<file path="config.mk">
export PLATFORM = sky130hd
export DESIGN_NAME = ram_arbiter_flat
export DESIGN_NICKNAME = d
export VERILOG_FILES = /design/src/rtl/ram_arbiter_if.sv /design/src/rtl/ram_arbiter.sv /design/src/flat_wrapper.sv
export SDC_FILE = /design/constraint.sdc
export NUM_CORES = 1
export LEC_CHECK = 0
export BUFFER_PORTS_ARGS = -buffer_cell sky130_fd_sc_hd__buf_2
export CAP_MARGIN = 20
export CORE_MARGIN = 3
export CORE_UTILIZATION = 47
export DETAILED_ROUTE_END_ITERATION = 8
export PLACE_DENSITY = 0.83
export SLEW_MARGIN = 15
export SYNTH_ARGS = -nofsm -noshare
export SYNTH_HDL_FRONTEND = slang
export SYNTH_SLANG_ARGS = --single-unit
</file>
<file path="constraint.sdc">
create_clock -name clk -period 2.5 [get_ports clk]
set_clock_uncertainty 0.1 [all_clocks]
set_input_delay 0.375 -clock clk [delete_from_list [all_inputs] [get_ports clk]]
set_output_delay 0.375 -clock clk [all_outputs]
set_load 0.005 [all_outputs]
</file>
<file path="src/rtl/ram_arbiter_if.sv">
// ram_arbiter_if
// Bus bundle between ram_arbiter and its environment: the three SRAM
// requesters (flash loader, CPU chip-select path, diagnostics engine) and
// the sram64k array port.
//   slave  : arbiter view (requests/ram_rdata in; acks, data, SRAM drive out)
//   master : environment view (the mirror image of slave)
// Signals:
//   load_done, halt                 loader finished / diagnostics holds CPU
//   cpu_req/we/addr/wdata           CPU request (level per access)
//   cpu_rdata, cpu_wait             CPU read data and RWAIT
//   flash_req/we/addr/wdata/ack     flash loader request and ack pulse
//   diag_req/we/addr/wdata/ack      diagnostics request and ack pulse
//   rd_data                         flash/diag read data
//   ram_addr/wdata/cs/we, ram_rdata SRAM port
interface ram_arbiter_if;
  logic        load_done;
  logic        halt;
  logic        cpu_req;
  logic        cpu_we;
  logic [15:0] cpu_addr;
  logic [7:0]  cpu_wdata;
  logic [7:0]  cpu_rdata;
  logic        cpu_wait;
  logic        flash_req;
  logic        flash_we;
  logic [15:0] flash_addr;
  logic [7:0]  flash_wdata;
  logic        flash_ack;
  logic        diag_req;
  logic        diag_we;
  logic [15:0] diag_addr;
  logic [7:0]  diag_wdata;
  logic        diag_ack;
  logic [7:0]  rd_data;
  logic [15:0] ram_addr;
  logic [7:0]  ram_wdata;
  logic        ram_cs;
  logic        ram_we;
  logic [7:0]  ram_rdata;

  modport slave (
    input  load_done, halt, cpu_req, cpu_we, cpu_addr, cpu_wdata,
           flash_req, flash_we, flash_addr, flash_wdata,
           diag_req, diag_we, diag_addr, diag_wdata, ram_rdata,
    output cpu_rdata, cpu_wait, flash_ack, diag_ack, rd_data,
           ram_addr, ram_wdata, ram_cs, ram_we
  );

  modport master (
    output load_done, halt, cpu_req, cpu_we, cpu_addr, cpu_wdata,
           flash_req, flash_we, flash_addr, flash_wdata,
           diag_req, diag_we, diag_addr, diag_wdata, ram_rdata,
    input  cpu_rdata, cpu_wait, flash_ack, diag_ack, rd_data,
           ram_addr, ram_wdata, ram_cs, ram_we
  );
endinterface

</file>
<file path="src/rtl/ram_arbiter.sv">
// ram_arbiter
// Clocked arbiter/sequencer for the single-port 64 KB SRAM. After reset only
// the flash loader is served (LOAD); once load_done is seen with no flash
// access in flight the block enters run mode and arbitrates CPU and
// diagnostics accesses, one SRAM cycle each (IDLE -> ACCESS -> ACK).
// Ports:
//   clk    48 MHz oscillator clock, rising edge
//   reset  synchronous, active high
//   bus    ram_arbiter_if.slave (requesters + SRAM port)
// Parameter:
//   WR_SETTLE  cycles cpu_req must be high before a CPU write is issued (1..15)
module ram_arbiter #(
  parameter int unsigned WR_SETTLE = 3
) (
  input logic          clk,
  input logic          reset,
  ram_arbiter_if.slave bus
);

  localparam logic [3:0] SETTLE_C = 4'(WR_SETTLE);

  typedef enum logic [1:0] {
    LOAD   = 2'd0,
    IDLE   = 2'd1,
    ACCESS = 2'd2,
    ACK    = 2'd3
  } state_t;

  typedef enum logic [1:0] {
    OWN_NONE  = 2'd0,
    OWN_FLASH = 2'd1,
    OWN_CPU   = 2'd2,
    OWN_DIAG  = 2'd3
  } owner_t;

  state_t     state_r;
  state_t     state_s;
  owner_t     grant_s;
  owner_t     owner_r;
  logic       we_r;
  logic       run_r;
  logic       run_set_s;
  logic       cpu_prev_r;
  logic       cpu_pend_r;
  logic       cpu_fired_r;
  logic [3:0] settle_r;
  logic       after_cpu_r;
  logic       flash_ack_d_r;
  logic       diag_ack_d_r;
  logic       cpu_pend_s;
  logic       flash_pend_s;
  logic       diag_pend_s;

  // A pending CPU access is cancelled the moment cpu_req drops.
  assign cpu_pend_s   = cpu_pend_r & bus.cpu_req;
  // Requesters may keep req high for up to one cycle after their ack, so the
  // ack cycle and the one after it are not treated as a new request.
  assign flash_pend_s = bus.flash_req & ~bus.flash_ack & ~flash_ack_d_r;
  assign diag_pend_s  = bus.diag_req & ~bus.diag_ack & ~diag_ack_d_r;

  // Arbitration and next-state decision.
  always_comb begin
    state_s   = state_r;
    grant_s   = OWN_NONE;
    run_set_s = 1'b0;
    case (state_r)
      LOAD: begin
        // Only reachable between flash accesses, so nothing is in flight here.
        if (bus.load_done) begin
          run_set_s = 1'b1;
          state_s   = IDLE;
        end else if (flash_pend_s) begin
          grant_s = OWN_FLASH;
          state_s = ACCESS;
        end else begin
          state_s = LOAD;
        end
      end
      IDLE: begin
        // CPU first, except directly after a CPU access when diag is waiting.
        if (cpu_pend_s && !(diag_pend_s && after_cpu_r)) begin
          grant_s = OWN_CPU;
          state_s = ACCESS;
        end else if (diag_pend_s) begin
          grant_s = OWN_DIAG;
          state_s = ACCESS;
        end else begin
          state_s = IDLE;
        end
      end
      ACCESS: begin
        state_s = ACK;
      end
      ACK: begin
        if (run_r) begin
          state_s = IDLE;
        end else begin
          state_s = LOAD;
        end
      end
      default: begin
        state_s = LOAD;
      end
    endcase
  end

  // State register.
  always_ff @(posedge clk) begin
    if (reset) begin
      state_r <= LOAD;
    end else begin
      state_r <= state_s;
    end
  end

  // CPU request tracking: exactly one pending access per cpu_req assertion.
  always_ff @(posedge clk) begin
    if (reset) begin
      cpu_prev_r  <= 1'b0;
      cpu_pend_r  <= 1'b0;
      cpu_fired_r <= 1'b0;
      settle_r    <= 4'd0;
    end else begin
      cpu_prev_r <= bus.cpu_req;
      if (!bus.cpu_req) begin
        settle_r    <= 4'd0;
        cpu_pend_r  <= 1'b0;
        cpu_fired_r <= 1'b0;
      end else if (grant_s == OWN_CPU) begin
        cpu_pend_r <= 1'b0;
      end else if (run_r && !cpu_fired_r) begin
        if (!bus.cpu_we) begin
          // Reads go pending on the rising edge of cpu_req.
          if (!cpu_prev_r) begin
            cpu_pend_r  <= 1'b1;
            cpu_fired_r <= 1'b1;
          end
        end else if (settle_r == SETTLE_C) begin
          // Writes wait for the CPU data bus to settle.
          cpu_pend_r  <= 1'b1;
          cpu_fired_r <= 1'b1;
        end else begin
          settle_r <= settle_r + 4'd1;
        end
      end
    end
  end

  // Registered SRAM drive, completion capture, acks and status outputs.
  always_ff @(posedge clk) begin
    if (reset) begin
      run_r         <= 1'b0;
      owner_r       <= OWN_NONE;
      we_r          <= 1'b0;
      after_cpu_r   <= 1'b0;
      flash_ack_d_r <= 1'b0;
      diag_ack_d_r  <= 1'b0;
      bus.ram_cs    <= 1'b0;
      bus.ram_we    <= 1'b0;
      bus.ram_addr  <= 16'h0000;
      bus.ram_wdata <= 8'h00;
      bus.cpu_rdata <= 8'h00;
      bus.rd_data   <= 8'h00;
      bus.flash_ack <= 1'b0;
      bus.diag_ack  <= 1'b0;
      bus.cpu_wait  <= 1'b1;
    end else begin
      if (run_set_s) begin
        run_r <= 1'b1;
      end
      bus.cpu_wait  <= ~run_r | bus.halt;
      flash_ack_d_r <= bus.flash_ack;
      diag_ack_d_r  <= bus.diag_ack;
      after_cpu_r   <= (state_r == ACK) && (owner_r == OWN_CPU);
      bus.flash_ack <= 1'b0;
      bus.diag_ack  <= 1'b0;
      // ram_cs/ram_we are high only during the single ACCESS cycle.
      bus.ram_cs    <= (grant_s != OWN_NONE);
      bus.ram_we    <= 1'b0;
      case (grant_s)
        OWN_FLASH: begin
          owner_r       <= OWN_FLASH;
          we_r          <= bus.flash_we;
          bus.ram_we    <= bus.flash_we;
          bus.ram_addr  <= bus.flash_addr;
          bus.ram_wdata <= bus.flash_wdata;
        end
        OWN_CPU: begin
          owner_r       <= OWN_CPU;
          we_r          <= bus.cpu_we;
          bus.ram_we    <= bus.cpu_we;
          bus.ram_addr  <= bus.cpu_addr;
          bus.ram_wdata <= bus.cpu_wdata;
        end
        OWN_DIAG: begin
          owner_r       <= OWN_DIAG;
          we_r          <= bus.diag_we;
          bus.ram_we    <= bus.diag_we;
          bus.ram_addr  <= bus.diag_addr;
          bus.ram_wdata <= bus.diag_wdata;
        end
        default: begin
          owner_r <= owner_r;
          we_r    <= we_r;
        end
      endcase
      // ram_rdata is valid in ACK, one cycle after ram_cs.
      if (state_r == ACK) begin
        case (owner_r)
          OWN_FLASH: begin
            bus.flash_ack <= 1'b1;
            if (!we_r) begin
              bus.rd_data <= bus.ram_rdata;
            end
          end
          OWN_CPU: begin
            if (!we_r) begin
              bus.cpu_rdata <= bus.ram_rdata;
            end
          end
          OWN_DIAG: begin
            bus.diag_ack <= 1'b1;
            if (!we_r) begin
              bus.rd_data <= bus.ram_rdata;
            end
          end
          default: begin
            bus.rd_data <= bus.rd_data;
          end
        endcase
      end
    end
  end

endmodule

</file>
<file path="src/flat_wrapper.sv">
// flat-port wrapper written by rule: the top's interface ports become plain ports
module ram_arbiter_flat 
#(
  parameter int unsigned WR_SETTLE = 3
)
  (clk, reset, bus_load_done, bus_halt, bus_cpu_req, bus_cpu_we, bus_cpu_addr, bus_cpu_wdata, bus_flash_req, bus_flash_we, bus_flash_addr, bus_flash_wdata, bus_diag_req, bus_diag_we, bus_diag_addr, bus_diag_wdata, bus_ram_rdata, bus_cpu_rdata, bus_cpu_wait, bus_flash_ack, bus_diag_ack, bus_rd_data, bus_ram_addr, bus_ram_wdata, bus_ram_cs, bus_ram_we);
  ram_arbiter_if bus_i ();
  input logic clk;
  input logic reset;
  input wire logic [$bits(bus_i.load_done)-1:0] bus_load_done;
  input wire logic [$bits(bus_i.halt)-1:0] bus_halt;
  input wire logic [$bits(bus_i.cpu_req)-1:0] bus_cpu_req;
  input wire logic [$bits(bus_i.cpu_we)-1:0] bus_cpu_we;
  input wire logic [$bits(bus_i.cpu_addr)-1:0] bus_cpu_addr;
  input wire logic [$bits(bus_i.cpu_wdata)-1:0] bus_cpu_wdata;
  input wire logic [$bits(bus_i.flash_req)-1:0] bus_flash_req;
  input wire logic [$bits(bus_i.flash_we)-1:0] bus_flash_we;
  input wire logic [$bits(bus_i.flash_addr)-1:0] bus_flash_addr;
  input wire logic [$bits(bus_i.flash_wdata)-1:0] bus_flash_wdata;
  input wire logic [$bits(bus_i.diag_req)-1:0] bus_diag_req;
  input wire logic [$bits(bus_i.diag_we)-1:0] bus_diag_we;
  input wire logic [$bits(bus_i.diag_addr)-1:0] bus_diag_addr;
  input wire logic [$bits(bus_i.diag_wdata)-1:0] bus_diag_wdata;
  input wire logic [$bits(bus_i.ram_rdata)-1:0] bus_ram_rdata;
  output wire logic [$bits(bus_i.cpu_rdata)-1:0] bus_cpu_rdata;
  output wire logic [$bits(bus_i.cpu_wait)-1:0] bus_cpu_wait;
  output wire logic [$bits(bus_i.flash_ack)-1:0] bus_flash_ack;
  output wire logic [$bits(bus_i.diag_ack)-1:0] bus_diag_ack;
  output wire logic [$bits(bus_i.rd_data)-1:0] bus_rd_data;
  output wire logic [$bits(bus_i.ram_addr)-1:0] bus_ram_addr;
  output wire logic [$bits(bus_i.ram_wdata)-1:0] bus_ram_wdata;
  output wire logic [$bits(bus_i.ram_cs)-1:0] bus_ram_cs;
  output wire logic [$bits(bus_i.ram_we)-1:0] bus_ram_we;
  assign bus_i.load_done = bus_load_done;
  assign bus_i.halt = bus_halt;
  assign bus_i.cpu_req = bus_cpu_req;
  assign bus_i.cpu_we = bus_cpu_we;
  assign bus_i.cpu_addr = bus_cpu_addr;
  assign bus_i.cpu_wdata = bus_cpu_wdata;
  assign bus_i.flash_req = bus_flash_req;
  assign bus_i.flash_we = bus_flash_we;
  assign bus_i.flash_addr = bus_flash_addr;
  assign bus_i.flash_wdata = bus_flash_wdata;
  assign bus_i.diag_req = bus_diag_req;
  assign bus_i.diag_we = bus_diag_we;
  assign bus_i.diag_addr = bus_diag_addr;
  assign bus_i.diag_wdata = bus_diag_wdata;
  assign bus_i.ram_rdata = bus_ram_rdata;
  assign bus_cpu_rdata = bus_i.cpu_rdata;
  assign bus_cpu_wait = bus_i.cpu_wait;
  assign bus_flash_ack = bus_i.flash_ack;
  assign bus_diag_ack = bus_i.diag_ack;
  assign bus_rd_data = bus_i.rd_data;
  assign bus_ram_addr = bus_i.ram_addr;
  assign bus_ram_wdata = bus_i.ram_wdata;
  assign bus_ram_cs = bus_i.ram_cs;
  assign bus_ram_we = bus_i.ram_we;
  ram_arbiter #(.WR_SETTLE(WR_SETTLE)) u_core (.clk(clk), .reset(reset), .bus(bus_i));
endmodule
</file>
==> results by group <==
STA
  – Period Utilization, post-route: 88.0%
  – RSZ-0062 raised after global routing: no
  – Final Slew Violations: 0
  – Fmax: 455 MHz
  – Min Tclk post-route: 2.20 ns
  – Slew margin rel.: 36.9%
  – Least-Margin Pin Slew: 0.946 ns
  – Setup tns final: 0 ns
  – Setup ws final: 0.301 ns
  – Hold Vio Cnt, Final: 0
  – Final setup vio count: 0

Worst setup path
  – Max incr delay on CP: 0.58 ns
  – Slowest CP cell: or4b_4
  – CP Cell Sequence: or4b_4 -> or2_1 -> a221oi_2 -> nor4_1
  – Crit Path Class: flip-flop to flip-flop
  – R2R setup slack: 0.30 ns
  – CP Launch Type: flip-flop
  – Worst setup startpoint: u_core.state_r[1]$_SDFF_PP0_
  – Crit path max fanout: 25
  – CP arrival: 2.29 ns
  – Worst r2r path cells: 4
  – Worst R2R Start: u_core.state_r[1]$_SDFF_PP0_
  – Data required time of the worst path: 2.59 ns
  – Crit. End Element: flip-flop
  – Worst R2R End: u_core.bus.ram_addr[6]$_SDFFE_PP0P_

Die
  – Die width: 84.8 um
  – Row count: 28
  – DIE AREA: 0.00720 sq mm
  – Num ports: 135
  – Area of the core: 0.00596 sq mm
  – Starting density of the core: 49.1%
  – Chip height: 84.8 um

Hold path
  – Worst Hold End: u_core.bus.cpu_wait$_SDFF_PP1_
  – Hold depth: 2
  – Hold Path Class: input pin to flip-flop
  – Hold path start: bus_halt

Final layout
  – Area of the multi-input gates: 0.00156 sq mm
  – # fillers: 543
  – Commonest non-fill, non-tap cells in the layout: 134 x buf_2, 61 x dfxtp_1, 42 x and3_1, 27 x nor3_1, 24 x a211oi_1
  – Nets: 566
  – Most common cell after layout, fill and taps aside: buf_2
  – FF/Latch Area: 0.00122 sq mm
  – Number of diodes: 0
  – Layout cells sized above 1: 36.3%
  – Fin util: 64.7%
  – Area grow syn2layout: 31.9%

Route
  – DRT Wirelength: 8.96 mm
  – Detailed-router iteration count before antenna repair: 4
  – DRC Markers: 0
  – Vias per cell: 5.70
  – Antenna Violating Nets Remaining: 0
  – DRT iter0 DRCs: 190
  – Via count: 3166
  – Routed WL per cell: 16.1 um

Global routing
  – Vias in the first global route: 3186
  – First-pass GRT wire length: 14.8 mm
  – Grt ovf: 0
  – Tot GR Track Use: 25.2%
  – Initial antenna violation count: 0
  – Largest net degree at the start of global routing: 54

Yosys
  – Sequential share of the synthesized area: 41.8%
  – #FFs+latches synth: 61
  – Syn_nets: 438
  – Syn_area_per_cell: 8.42 sq um
  – Async set-or-reset flop fraction in the synthesized netlist: 0%
  – Area leader, netlist: dfxtp_1
  – Synthesized cell area: 0.00292 sq mm
  – Top-area cell type share of the netlist area: 41.8%
  – Mapped Cells: 347
  – Distinct cell type count after synthesis: 49
  – Yosys warning count: 0
  – Post-synth EDFFs: 0
  – Ys flop type: dfxtp_1
  – Synth top area cells: dfxtp_1 42%, and3_1 9.0%, a211oi_1 6.2%, nor3_1 4.6%, o21ai_1 3.9%

Outcome
  – Run status: finished, final reports clean

CTS
  – H-tree depth: 3
  – Post-CTS Hold Fix Bufs: 0
  – Clk sinks: 61
  – Post-cts sizing count: 0
  – Setup bufs post-CTS: 0
  – Clk_lat worst skew: 0.33 ns
  – Clock Path Buffers: 2
  – Clk slew on worst S/H paths: 0.08 ns
  – TritonCTS Buffers: 9
  – CTS Root Cell: clkbuf_8
  – CTS tree: yes

Power and ir drop
  – Lkg Pwr: 1.80 nW
  – Max VDD drop: 0.556 mV
  – Power density cells: 626 mW/mm^2

Place
  – Buffers on Ports: 134
  – Post-DP HPWL: 6.40 mm
  – GP Congestion: 0.862
  – Place WS: 0.311 ns

Job
  – Max Cap Viol: 0
## metal layers
layer  part of all wire (%)  vias to the layer above  routed length, um  global-route usage, %
li1                       -                     1538                  -                      -
met1                     41                     1490               3630                   30.3
met2                     49                      125               4430                   42.4
met3                    8.5                       13                762                   7.48
met4                    1.5                        0                130                   10.1
met5                      0                        -                  0                      0
## worst max-delay path by stage
stage | cells past startpoint | end | slack (ns)
after floorplan | 6 | u_core.bus.ram_addr[10]$_SDFFE_PP0P_ | 0.70
after global placement | 7 | u_core.we_r$_SDFFE_PP0P_ | 0.33
after detailed placement | 4 | u_core.bus.ram_addr[15]$_SDFFE_PP0P_ | 0.31
after CTS | 4 | u_core.bus.ram_addr[6]$_SDFFE_PP0P_ | 0.31
after global routing | 4 | u_core.bus.ram_addr[15]$_SDFFE_PP0P_ | 0.17
final | 4 | u_core.bus.ram_addr[6]$_SDFFE_PP0P_ | 0.30
## kinds of logic after synthesis
group,count (synthesis),share of synthesized area [%]
mux,8,2.74
compound gates,99,20.9
simple gates,145,28.9
flops,61,41.8
fa+ha+maj,1,0.428
buf+inv,33,5.22
## cell type report
cell class / count / share of cell area [%]
Multi-Input combinational cell: 253 / 40.5
Sequential cell: 61 / 31.7
Timing Repair Buffer: 147 / 19.9
Clock buffer: 9 / 3.21
Tap cell: 75 / 2.44
Clock inverter: 7 / 1.95
Inverter: 3 / 0.292
## stage by stage
step                      cells  power, W  hold slack, ns  cell area, sq um
final                       555   0.00241           0.131              3850
after detailed placement    539   0.00155           0.346              3650
after CTS                   555   0.00242           0.121              3850
after global placement      539   0.00153           0.340              3650
after floorplan             347   0.00136           0.338              2920
after global routing        555   0.00252           0.122              3850
## state kept, by name, summed over array words and instances (netlist names), 2 cells and up
name                  cells
u_core.owner_r            2
u_core.bus.ram_wdata      8
u_core.state_r            2
u_core.settle_r           4
u_core.bus.ram_addr      16
u_core.bus.cpu_rdata      8
u_core.bus.rd_data        8
## Yosys cell counts (2+ instances only)
master and instances:
a31oi_1 3, clkbuf_1 21, a221oi_2 2, a21oi_1 17
nand4b_1 2, o21ai_1 23, o21ai_0 22, buf_6 2
buf_4 2, nor3b_2 2, dfxtp_1 61, buf_2 5
mux2i_1 8, and4_1 3, nand2b_1 3, or3_1 2
nor2b_1 4, nand3_1 5, nor4b_1 2, and3_1 42
nand2_1 20, a211oi_1 24, inv_1 3, nor4_1 2
nor2_1 17, nor3_1 27
## critical path, delay by kind of cell (launching register included)
kind	cells	cell delay [ns]
flops	1	0.38
simple gates	3	1.21
compound gates	1	0.38
## power breakdown
part	total [W]	internal, W	switching (W)
combinational	0.000442	0.000211	0.000230
clock	0.000884	0.000465	0.000418
sequential	0.00109	0.00104	0.0000465
Power figures use the tool's default switching activity.
